<file path="config.mk">
export PLATFORM = sky130hd
export DESIGN_NAME = instr_control_sequencer
export DESIGN_NICKNAME = d
export VERILOG_FILES = /design/src/rtl/instr_control_sequencer.sv
export SDC_FILE = /design/constraint.sdc
export NUM_CORES = 1
export LEC_CHECK = 0
export ABC_AREA = 1
export CAP_MARGIN = 0
export CELL_PAD_IN_SITES_DETAIL_PLACEMENT = 2
export CELL_PAD_IN_SITES_GLOBAL_PLACEMENT = 2
export CORE_MARGIN = 2
export CORE_UTILIZATION = 24
export DETAILED_ROUTE_END_ITERATION = 6
export GPL_TIMING_DRIVEN = 0
export PLACE_DENSITY = 0.91
export SYNTH_ARGS = -nofsm -noshare
export SYNTH_HDL_FRONTEND = slang
export SYNTH_SLANG_ARGS = --single-unit
</file>
<file path="constraint.sdc">
create_clock -name Clock -period 2.2 [get_ports Clock]
set_input_delay 0.55 -clock Clock [delete_from_list [all_inputs] [get_ports Clock]]
set_output_delay 0.55 -clock Clock [all_outputs]
set_load 0.05 [all_outputs]
</file>
<file path="src/rtl/instr_control_sequencer.sv">
`default_nettype none
// ============================================================================
//  Module      : instr_control_sequencer
//  Description : Hardwired control unit for the DataPath. It sequences
//                fetch (T0-T2), decode (DEC), operand read (T3), ALU issue
//                (T4), ALU wait (WAIT) and writeback (T5) for 3-register
//                ALU instructions. It also acts as the initiator of the ALU
//                start/finished handshake.
//  Revision    : 1.0 - initial release
// ----------------------------------------------------------------------------
//  Optional feature macro: MULDIV_HILO_EN
//    When this macro is defined, mul/div results are written to HI/LO through
//    the TLO/THI states, and the RZHIout/RHIin/RLOin outputs are present.
// ----------------------------------------------------------------------------
//  Ports
//    Clock     in   1   system clock, rising edge
//    clear     in   1   asynchronous active-high reset
//    run       in   1   1 = execute; 0 = stop at next instruction boundary
//    IR        in  32   instruction register (op=31:27 Ra=26:23 Rb=22:19
//                       Rc=18:15)
//    finished  in   1   ALU completion
//    PCout..RFin out 1  DataPath strobes
//    RFSelect  out  4   register-file index
//    opSelect  out  6   ALU operation {1'b0, op}
//    start     out  1   ALU start, single-cycle pulse
//    halted    out  1   high while in HALT
//    err       out  1   sticky ALU-timeout flag
//    RZHIout, RHIin, RLOin out 1  (MULDIV_HILO_EN only) HI/LO strobes
// ============================================================================
module instr_control_sequencer #(
   parameter int ALU_TIMEOUT = 64,
   parameter int TMR_W       = 7
) (
   input  logic        Clock,
   input  logic        clear,
   input  logic        run,
   input  logic [31:0] IR,
   input  logic        finished,
   output logic        PCout,
   output logic        IncPC,
   output logic        MARin,
   output logic        RZin,
   output logic        RZLOout,
   output logic        PCin,
   output logic        Read,
   output logic        MDRin,
   output logic        MDRout,
   output logic        IRin,
   output logic        RFout,
   output logic        RYin,
   output logic        RFin,
   output logic [3:0]  RFSelect,
   output logic [5:0]  opSelect,
   output logic        start,
   output logic        halted,
   output logic        err
`ifdef MULDIV_HILO_EN
   ,
   output logic        RZHIout,
   output logic        RHIin,
   output logic        RLOin
`endif
);

   typedef enum logic [3:0] {
      S_IDLE = 4'd0,
      S_T0   = 4'd1,
      S_T1   = 4'd2,
      S_T2   = 4'd3,
      S_DEC  = 4'd4,
      S_T3   = 4'd5,
      S_T4   = 4'd6,
      S_WAIT = 4'd7,
      S_T5   = 4'd8,
      S_HALT = 4'd9,
      S_TLO  = 4'd10,
      S_THI  = 4'd11
   } state_t;

   // Bit positions inside the strobe bundle.
   localparam int c_PCOUT  = 12;
   localparam int c_INCPC  = 11;
   localparam int c_MARIN  = 10;
   localparam int c_RZIN   = 9;
   localparam int c_RZLO   = 8;
   localparam int c_PCIN   = 7;
   localparam int c_READ   = 6;
   localparam int c_MDRIN  = 5;
   localparam int c_MDROUT = 4;
   localparam int c_IRIN   = 3;
   localparam int c_RFOUT  = 2;
   localparam int c_RYIN   = 1;
   localparam int c_RFIN   = 0;

   localparam logic [4:0]       c_OP_NOP  = 5'b00000;
   localparam logic [4:0]       c_OP_HALT = 5'b11111;
   localparam logic [TMR_W-1:0] c_TMO     = TMR_W'(ALU_TIMEOUT);

   state_t           r_state, w_next;
   logic [TMR_W-1:0] r_timer, w_timer;
   logic             r_err, w_err;

   logic [12:0]      r_strb, w_strb;
   logic [3:0]       r_sel, w_sel;
   logic [5:0]       r_op, w_op;
   logic             r_start, w_start;
   logic             r_halted, w_halted;

   logic [4:0]       w_opc;
   logic [3:0]       w_ra, w_rb, w_rc;
   logic             w_is_md;
   state_t           w_boundary;
   logic             w_unused_ir;

   assign w_opc       = IR[31:27];
   assign w_ra        = IR[26:23];
   assign w_rb        = IR[22:19];
   assign w_rc        = IR[18:15];
   assign w_unused_ir = ^IR[14:0];
   assign w_boundary  = run ? S_T0 : S_IDLE;

`ifdef MULDIV_HILO_EN
   logic r_rzhi, w_rzhi;
   logic r_rhi, w_rhi;
   logic r_rlo, w_rlo;
   assign w_is_md = (w_opc == 5'b01110) || (w_opc == 5'b01111);
`else
   assign w_is_md = 1'b0;
`endif

   // Next-state, timeout counter and sticky error.
   always_comb begin
      w_next  = r_state;
      w_timer = r_timer;
      w_err   = r_err;
      case (r_state)
         S_IDLE: if (run) w_next = S_T0;
         S_T0:   w_next = S_T1;
         S_T1:   w_next = S_T2;
         S_T2:   w_next = S_DEC;
         S_DEC: begin
            if (w_opc == c_OP_HALT)     w_next = S_HALT;
            else if (w_opc == c_OP_NOP) w_next = w_boundary;
            else                        w_next = S_T3;
         end
         S_T3: w_next = S_T4;
         S_T4: begin
            w_timer = '0;
            w_next  = S_WAIT;
         end
         S_WAIT: begin
            if (finished) begin
               w_next = w_is_md ? S_TLO : S_T5;
            end else begin
               w_timer = r_timer + 1'b1;
               // The timer counts completed WAIT cycles without finished.
               if (w_timer == c_TMO) begin
                  w_next = S_HALT;
                  w_err  = 1'b1;
               end
            end
         end
         S_T5:   w_next = w_boundary;
`ifdef MULDIV_HILO_EN
         S_TLO:  w_next = S_THI;
         S_THI:  w_next = w_boundary;
`endif
         S_HALT: w_next = S_HALT;
         default: w_next = S_IDLE;
      endcase
   end

   // The output decode runs on the upcoming state so that every output
   // is a flop whose value belongs to the state being entered.
   always_comb begin
      w_strb   = '0;
      w_sel    = '0;
      w_op     = '0;
      w_start  = 1'b0;
      w_halted = 1'b0;
`ifdef MULDIV_HILO_EN
      w_rzhi   = 1'b0;
      w_rhi    = 1'b0;
      w_rlo    = 1'b0;
`endif
      case (w_next)
         S_T0: begin
            w_strb[c_PCOUT] = 1'b1;
            w_strb[c_MARIN] = 1'b1;
            w_strb[c_INCPC] = 1'b1;
            w_strb[c_RZIN]  = 1'b1;
         end
         S_T1: begin
            w_strb[c_RZLO]  = 1'b1;
            w_strb[c_PCIN]  = 1'b1;
            w_strb[c_READ]  = 1'b1;
            w_strb[c_MDRIN] = 1'b1;
         end
         S_T2: begin
            w_strb[c_MDROUT] = 1'b1;
            w_strb[c_IRIN]   = 1'b1;
         end
         S_T3: begin
            w_sel           = w_rb;
            w_strb[c_RFOUT] = 1'b1;
            w_strb[c_RYIN]  = 1'b1;
         end
         S_T4, S_WAIT: begin
            w_sel           = w_rc;
            w_strb[c_RFOUT] = 1'b1;
            w_strb[c_RZIN]  = 1'b1;
            w_op            = {1'b0, w_opc};
            w_start         = (w_next == S_T4);
         end
         S_T5: begin
            w_sel          = w_ra;
            w_strb[c_RZLO] = 1'b1;
            w_strb[c_RFIN] = 1'b1;
         end
`ifdef MULDIV_HILO_EN
         S_TLO: begin
            w_strb[c_RZLO] = 1'b1;
            w_rlo          = 1'b1;
         end
         S_THI: begin
            w_rzhi = 1'b1;
            w_rhi  = 1'b1;
         end
`endif
         S_HALT: w_halted = 1'b1;
         default: ;
      endcase
   end

   always_ff @(posedge Clock or posedge clear) begin
      if (clear) begin
         r_state  <= S_IDLE;
         r_timer  <= '0;
         r_err    <= 1'b0;
         r_strb   <= '0;
         r_sel    <= '0;
         r_op     <= '0;
         r_start  <= 1'b0;
         r_halted <= 1'b0;
`ifdef MULDIV_HILO_EN
         r_rzhi   <= 1'b0;
         r_rhi    <= 1'b0;
         r_rlo    <= 1'b0;
`endif
      end else begin
         r_state  <= w_next;
         r_timer  <= w_timer;
         r_err    <= w_err;
         r_strb   <= w_strb;
         r_sel    <= w_sel;
         r_op     <= w_op;
         r_start  <= w_start;
         r_halted <= w_halted;
`ifdef MULDIV_HILO_EN
         r_rzhi   <= w_rzhi;
         r_rhi    <= w_rhi;
         r_rlo    <= w_rlo;
`endif
      end
   end

   assign PCout    = r_strb[c_PCOUT];
   assign IncPC    = r_strb[c_INCPC];
   assign MARin    = r_strb[c_MARIN];
   assign RZin     = r_strb[c_RZIN];
   assign RZLOout  = r_strb[c_RZLO];
   assign PCin     = r_strb[c_PCIN];
   assign Read     = r_strb[c_READ];
   assign MDRin    = r_strb[c_MDRIN];
   assign MDRout   = r_strb[c_MDROUT];
   assign IRin     = r_strb[c_IRIN];
   assign RFout    = r_strb[c_RFOUT];
   assign RYin     = r_strb[c_RYIN];
   assign RFin     = r_strb[c_RFIN];
   assign RFSelect = r_sel;
   assign opSelect = r_op;
   assign start    = r_start;
   assign halted   = r_halted;
   assign err      = r_err;
`ifdef MULDIV_HILO_EN
   assign RZHIout  = r_rzhi;
   assign RHIin    = r_rhi;
   assign RLOin    = r_rlo;
`endif

endmodule
`default_nettype wire
</file>
==> results of run 1 <==
[cell usage in the layout (no fill, tap or decap), drive strengths merged, types with 2 or more instances in the layout]
cell type      Yosys  layout
nand3             21      21
buf                6       7
nor3               2       2
clkdlybuf4s50      0      45
nor2              19      19
nand2             44      44
clkinv             0       2
a21boi             4       4
nand4              3       3
clkbuf             0       7
dfrtp             31      31
o21ai              9       9
o21bai             2       2
inv               30      29
[final cells by class]
cell class,count,area (µm²)
clock inverters,1,5.00
multi-input cells,110,603
repair buffers,46,470
inverters,30,115
clock buffers,7,76.3
fillers,713,4090
flip-flops and latches,31,776
well taps,77,96.3
plain buffers,6,45.0
[per-stage QoR]
| step | utilization, % | hold WS (ps) | setup slack [ps] | power, mW |
|---|---|---|---|---|
| finish | 34.8 | 487 | 102 | 3.07 |
| global route | 34.8 | 508 | 34.0 | 3.28 |
| CTS | 34.5 | 504 | 74.0 | 3.12 |
| detailed placement | 33.2 | 485 | -57.6 | 2.66 |
| global placement | 33.2 | 461 | 11.6 | 2.60 |
| floorplan | - | 471 | 611 | 2.10 |
[report_power, final]
part	switching [mW]	internal [mW]
combinational	1.19	0.573
sequential	0.113	0.763
clock	0.208	0.222
total	1.51	1.56
[cells by family after synthesis]
kind of cell,share of synthesized area (%)
AOI/OAI and AO/OA,7.15
other,0.244
and+or+nand+nor,30.4
adders and majority gates,0.813
xor gates and xnor gates,0.569
DFF,50.4
buffers and inverters,10.4
[registers in the layout (all words and copies together) (netlist names)]
| name | count |
|---|---|
| r_strb | 8 |
| r_timer | 7 |
| opSelect | 5 |
| RFSelect | 4 |
| r_state | 4 |
| err | 1 |
| halted | 1 |
| start | 1 |
[worst max path at each step]
stage | startpoint | to | slack (ps)
finish | r_strb[7]$_DFF_PP0_ | PCin | 100
global route | r_strb[7]$_DFF_PP0_ | PCin | 30
detailed placement | IR[29] | r_strb[9]$_DFF_PP0_ | -60
floorplan | r_timer[0]$_DFFE_PP0P_ | RFSelect[0]$_DFF_PP0_ | 610
global placement | IR[29] | r_strb[9]$_DFF_PP0_ | 10
CTS | r_strb[7]$_DFF_PP0_ | PCin | 70
[synthesized netlist by cell type]
cell type  instances  area share, %
a21oi_1            1           0.32
nor3_1             2           0.65
xor2_1             1           0.57
nand2_1           37            9.0
o21ai_0            7            2.3
inv_4              1           0.41
o21ai_1            2           0.65
dfrtp_1           31             50
ha_1               1           0.81
nand3_1           19            6.2
a21boi_1           4            2.0
o31ai_1            1           0.49
inv_1             27            6.6
nor2_1            15            3.7
inv_2              2           0.49
o211ai_1           1           0.49
nand2_4            2            1.5
conb_1             1           0.24
nand4_1            2           0.81
nor2_8             2            2.6
buf_4              6            2.9
nand3_4            1            1.1
nand2_2            5            2.0
nand3_2            1           0.65
nor2_2             2           0.81
nand4_4            1            1.4
o21bai_1           2           0.98
[metal layers]
metal	part of all wire (%)	track usage (%)	routed length, µm
met1	41	15.0	1760
met2	52	24.2	2260
met3	5.5	4.65	240
met4	1.6	4.84	70
met5	0	0	0
[worst max-delay path: stages, from the launching register on]
cell and delay, ps:
dfrtp_1 370, buf_4 110, clkdlybuf4s50_1 790
==> results.json, run 1 <==
{
  "synth_seq_area_share_pct": 50.4,
  "first_iter_violations": 27,
  "track_usage_pct": 13.6,
  "avgSynthCellArea_um2": 8.69,
  "clkSinkCount": 31,
  "critPathArrivalTime_ps": 1550,
  "synth-seq-cells": 31,
  "skew_ps": 7.17,
  "min_period_ps": 2100,
  "cts_hold_buf": 0,
  "hpwlAfterDp_um": 3330,
  "cts-resized-gates": 0,
  "clkTransAtPathRegs_ps": 70,
  "syn_area_um2": 1540,
  "drv_slew": 0,
  "die_w_um": 84.1,
  "hp-class": "in2async",
  "syn_nets": 214,
  "antenna_cells": 0,
  "cts_buffers": 5,
  "leakagePower_nw": 1.09,
  "startpoint_type": "flop",
  "drive_above_1_share_pct": 13.0,
  "io_pins": 62,
  "fmax_ghz": 0.477,
  "cts_setup_buffers": 0,
  "antenna_found_initial": 0,
  "io_buffers": 45,
  "required_ps": 1650,
  "die_h_um": 84.1,
  "setup_viol": 0,
  "core-area_um2": 6280,
  "stdcell_area_um2": 2190,
  "stdcell_count": 308,
  "powerDensity_nw_per_um2": 1400,
  "slew_headroom_pct": 64.0,
  "finalSetupTns_ps": 0,
  "die_area_um2": 7070,
  "wl_per_cell_um": 14.1,
  "yosysWarningCount": 0,
  "synth_cell_types": 27,
  "place_area_um2": 2090,
  "detail-route-antenna-nets": 0,
  "min_period_over_period_pct": 95.4,
  "syn-instance-count": 177,
  "rrSetupSlack_ps": 300,
  "insertion_delay_ps": 280,
  "vias_per_cell": 4.43,
  "grt_max_degree": 32,
  "dr_total_vias": 1363,
  "wl_um": 4330,
  "grt_pass1_wl_um": 7480,
  "drv_cap": 0,
  "cts_root_buffer": "clkbuf_8",
  "rsz0062_at_grt": "false",
  "gp_congestion": 0.809,
  "crit_path_max_fanout": 3,
  "h-tree-depth": 2,
  "start_util_pct": 24.5,
  "r2r-start": "r_timer[0]$_DFFE_PP0P_",
  "cts_tree": "done",
  "nets": 267,
  "grt_pass1_vias": 1549,
  "dr.pass1.iters": 4,
  "worst_pin_slew_ps": 538,
  "clock_path_buffers": 2,
  "syn_to_final_growth_pct": 42.1,
  "ir_drop_mv": 0.536,
  "hold_violations": 0,
  "crit_type": "reg2out",
  "rr_endpoint": "RFSelect[2]$_DFF_PP0_",
  "status": "finished, final reports clean",
  "worst-r2r-cell-count": 11,
  "gr-total-overflow": 0,
  "critPathCaptureType": "output port",
  "drc_errors": 0,
  "rows": 29,
  "dp_cells": 299
}
Note: power is estimated with default switching activity, not from simulation.
==> run 2, diff against run 1 <==
--- a/config.mk
+++ b/config.mk
@@ -13,6 +13,7 @@
 export CORE_UTILIZATION = 24
 export DETAILED_ROUTE_END_ITERATION = 6
 export GPL_TIMING_DRIVEN = 0
+export HOLD_SLACK_MARGIN = 0.02
 export PLACE_DENSITY = 0.91
 export SYNTH_ARGS = -nofsm -noshare
 export SYNTH_HDL_FRONTEND = slang
==> results of run 2 <==
The final DEF is identical to that of run 1; final timing and power are the same.
==> run 3, diff against run 2 <==
--- a/config.mk
+++ b/config.mk
@@ -11,10 +11,11 @@
 export CELL_PAD_IN_SITES_GLOBAL_PLACEMENT = 2
 export CORE_MARGIN = 2
 export CORE_UTILIZATION = 24
+export CTS_CLUSTER_DIAMETER = 200
 export DETAILED_ROUTE_END_ITERATION = 6
 export GPL_TIMING_DRIVEN = 0
 export HOLD_SLACK_MARGIN = 0.02
-export PLACE_DENSITY = 0.91
+export PLACE_DENSITY = 0.79
 export SYNTH_ARGS = -nofsm -noshare
 export SYNTH_HDL_FRONTEND = slang
 export SYNTH_SLANG_ARGS = --single-unit
==> run 3 against run 2 <==
Power grew 4.9%. Largest cell class unchanged. Flip-flop and latch count unchanged. Register-to-register slack lost 40 ps. Worst hold slack better by 20 ps. Final cell count did not move. Non-clock buffer count stayed put. Design area increased by 2.0%. Sequential share of layout area shrank 0.70 points. Fmax hardly changed. Critical path depth unchanged. Routed wire length is 3.6% lower. Sequential power about the same.
==> results.json, run 3 (synthesized netlist as in run 1, its figures left out) <==
{
  "cts_tree": "done",
  "regArea_um2": 776,
  "gr-total-overflow": 0,
  "grt_pass1_vias": 1529,
  "top_register": "r_strb",
  "total_power_mw": 3.22,
  "wl_per_cell_um": 13.5,
  "grt_use_met2_pct": 22.3,
  "die_w_um": 84.1,
  "worst_pin_slew_ps": 602,
  "cts_buffers": 5,
  "critPathCaptureType": "output port",
  "min_period_ps": 2100,
  "multiInputGateArea_um2": 603,
  "largest_register_ffs": 8,
  "grt_use_met1_pct": 15.4,
  "first_iter_violations": 41,
  "hold_violations": 0,
  "r2r-start": "r_timer[0]$_DFFE_PP0P_",
  "worst-r2r-cell-count": 11,
  "drc_errors": 0,
  "antenna_cells": 0,
  "rrSetupSlack_ps": 260,
  "dp_slack_ps": -112,
  "final_common_cell": "clkdlybuf4s50_1",
  "gp_congestion": 0.864,
  "leakagePower_nw": 1.11,
  "drv_slew": 0,
  "clkTransAtPathRegs_ps": 70,
  "antenna_found_initial": 0,
  "wl_um": 4170,
  "min_period_over_period_pct": 95.3,
  "nFillCells": 710,
  "detail-route-antenna-nets": 0,
  "clkSinkCount": 31,
  "cts-resized-gates": 0,
  "grt_pass1_wl_um": 7190,
  "io_buffers": 45,
  "rr_endpoint": "RFSelect[3]$_DFF_PP0_",
  "skew_ps": 5.49,
  "cts_setup_buffers": 0,
  "die_h_um": 84.1,
  "crit_path_max_fanout": 3,
  "hp-class": "reg2reg",
  "status": "finished, final reports clean",
  "cts_hold_buf": 0,
  "final_util_pct": 35.5,
  "syn_to_final_growth_pct": 45.0,
  "nets": 267,
  "track_usage_pct": 13.0,
  "min_from": "err$_DFFE_PP0P_",
  "die_area_um2": 7070,
  "grt_max_degree": 32,
  "io_pins": 62,
  "fmax_ghz": 0.477,
  "dr.pass1.iters": 4,
  "insertion_delay_ps": 290,
  "core-area_um2": 6280,
  "drv_cap": 0,
  "fin_ws_ps": 104,
  "h-tree-depth": 2,
  "clock_path_buffers": 2,
  "powerDensity_nw_per_um2": 1440,
  "critPathArrivalTime_ps": 1550,
  "rsz0062_at_grt": "false",
  "met3_usage_pct": 3.26,
  "start_util_pct": 24.5,
  "final_cell_mix": "clkdlybuf4s50_1 (45), nand2_1 (37), dfrtp_1 (31)",
  "hpwlAfterDp_um": 3260,
  "dr_total_vias": 1384,
  "cts_root_buffer": "clkbuf_8",
  "drive_above_1_share_pct": 13.9,
  "vias_per_cell": 4.49,
  "min_to": "err$_DFFE_PP0P_",
  "startpoint_type": "flop",
  "ir_drop_mv": 0.567,
  "slew_headroom_pct": 59.6,
  "rows": 29,
  "crit_type": "reg2out",
  "top_usage_layer": "met2",
  "hold_path_depth": 1,
  "setup_viol": 0,
  "required_ps": 1650
}
run 3: cell count changes in the layout (fill, tap and decap cells not counted), sizes merged:
cell	change
bufinv	+1
clkbuf	-1
run 3: where the power goes:
part	internal [mW]	switching (mW)	total [mW]
Clock	0.366	0.222	0.588
Sequential	0.763	0.114	0.876
Combinational	0.574	1.18	1.75
run 3: worst max-delay path by stage:
stage               slack [ps]              startpoint                    end
global placement            10                  IR[29]    r_strb[9]$_DFF_PP0_
CTS                         80    r_strb[11]$_DFF_PP0_                  PCout
finish                     100    r_strb[11]$_DFF_PP0_                  PCout
detailed placement        -110                  IR[29]    r_strb[9]$_DFF_PP0_
floorplan                  610  r_timer[0]$_DFFE_PP0P_  RFSelect[0]$_DFF_PP0_
global route                 5                  IR[29]    r_strb[9]$_DFF_PP0_
run 3: layer usage:
metal,vias to the layer above,routed length [µm]
met3,6,196
met4,0,91
li1,650,-
met1,692,1790
met2,36,2090
met5,-,0
run 3: worst max-delay path, stage by stage, from the launching register on:
cell and delay (ps):
dfrtp_1 370, buf_4 110, clkdlybuf4s50_1 790
run 3: cell type report:
class	instances	area share, %
flip-flops and latches	31	34.8
clock buffers	6	3.70
repair buffers	46	21.4
multi-input cells	110	27.0
plain buffers	6	2.02
clock inverters	2	1.57
well taps	77	4.32
inverters	30	5.16
run 3: through the flow:
stage               area (µm²)  hold WS [ps]  setup TNS [ps]  instances
floorplan                 1540           471               0        177
global placement          2090           498               0        299
detailed placement        2090           504            -551        299
CTS                       2200           520               0        307
global route              2230           527               0        308
finish                    2230           508               0        308
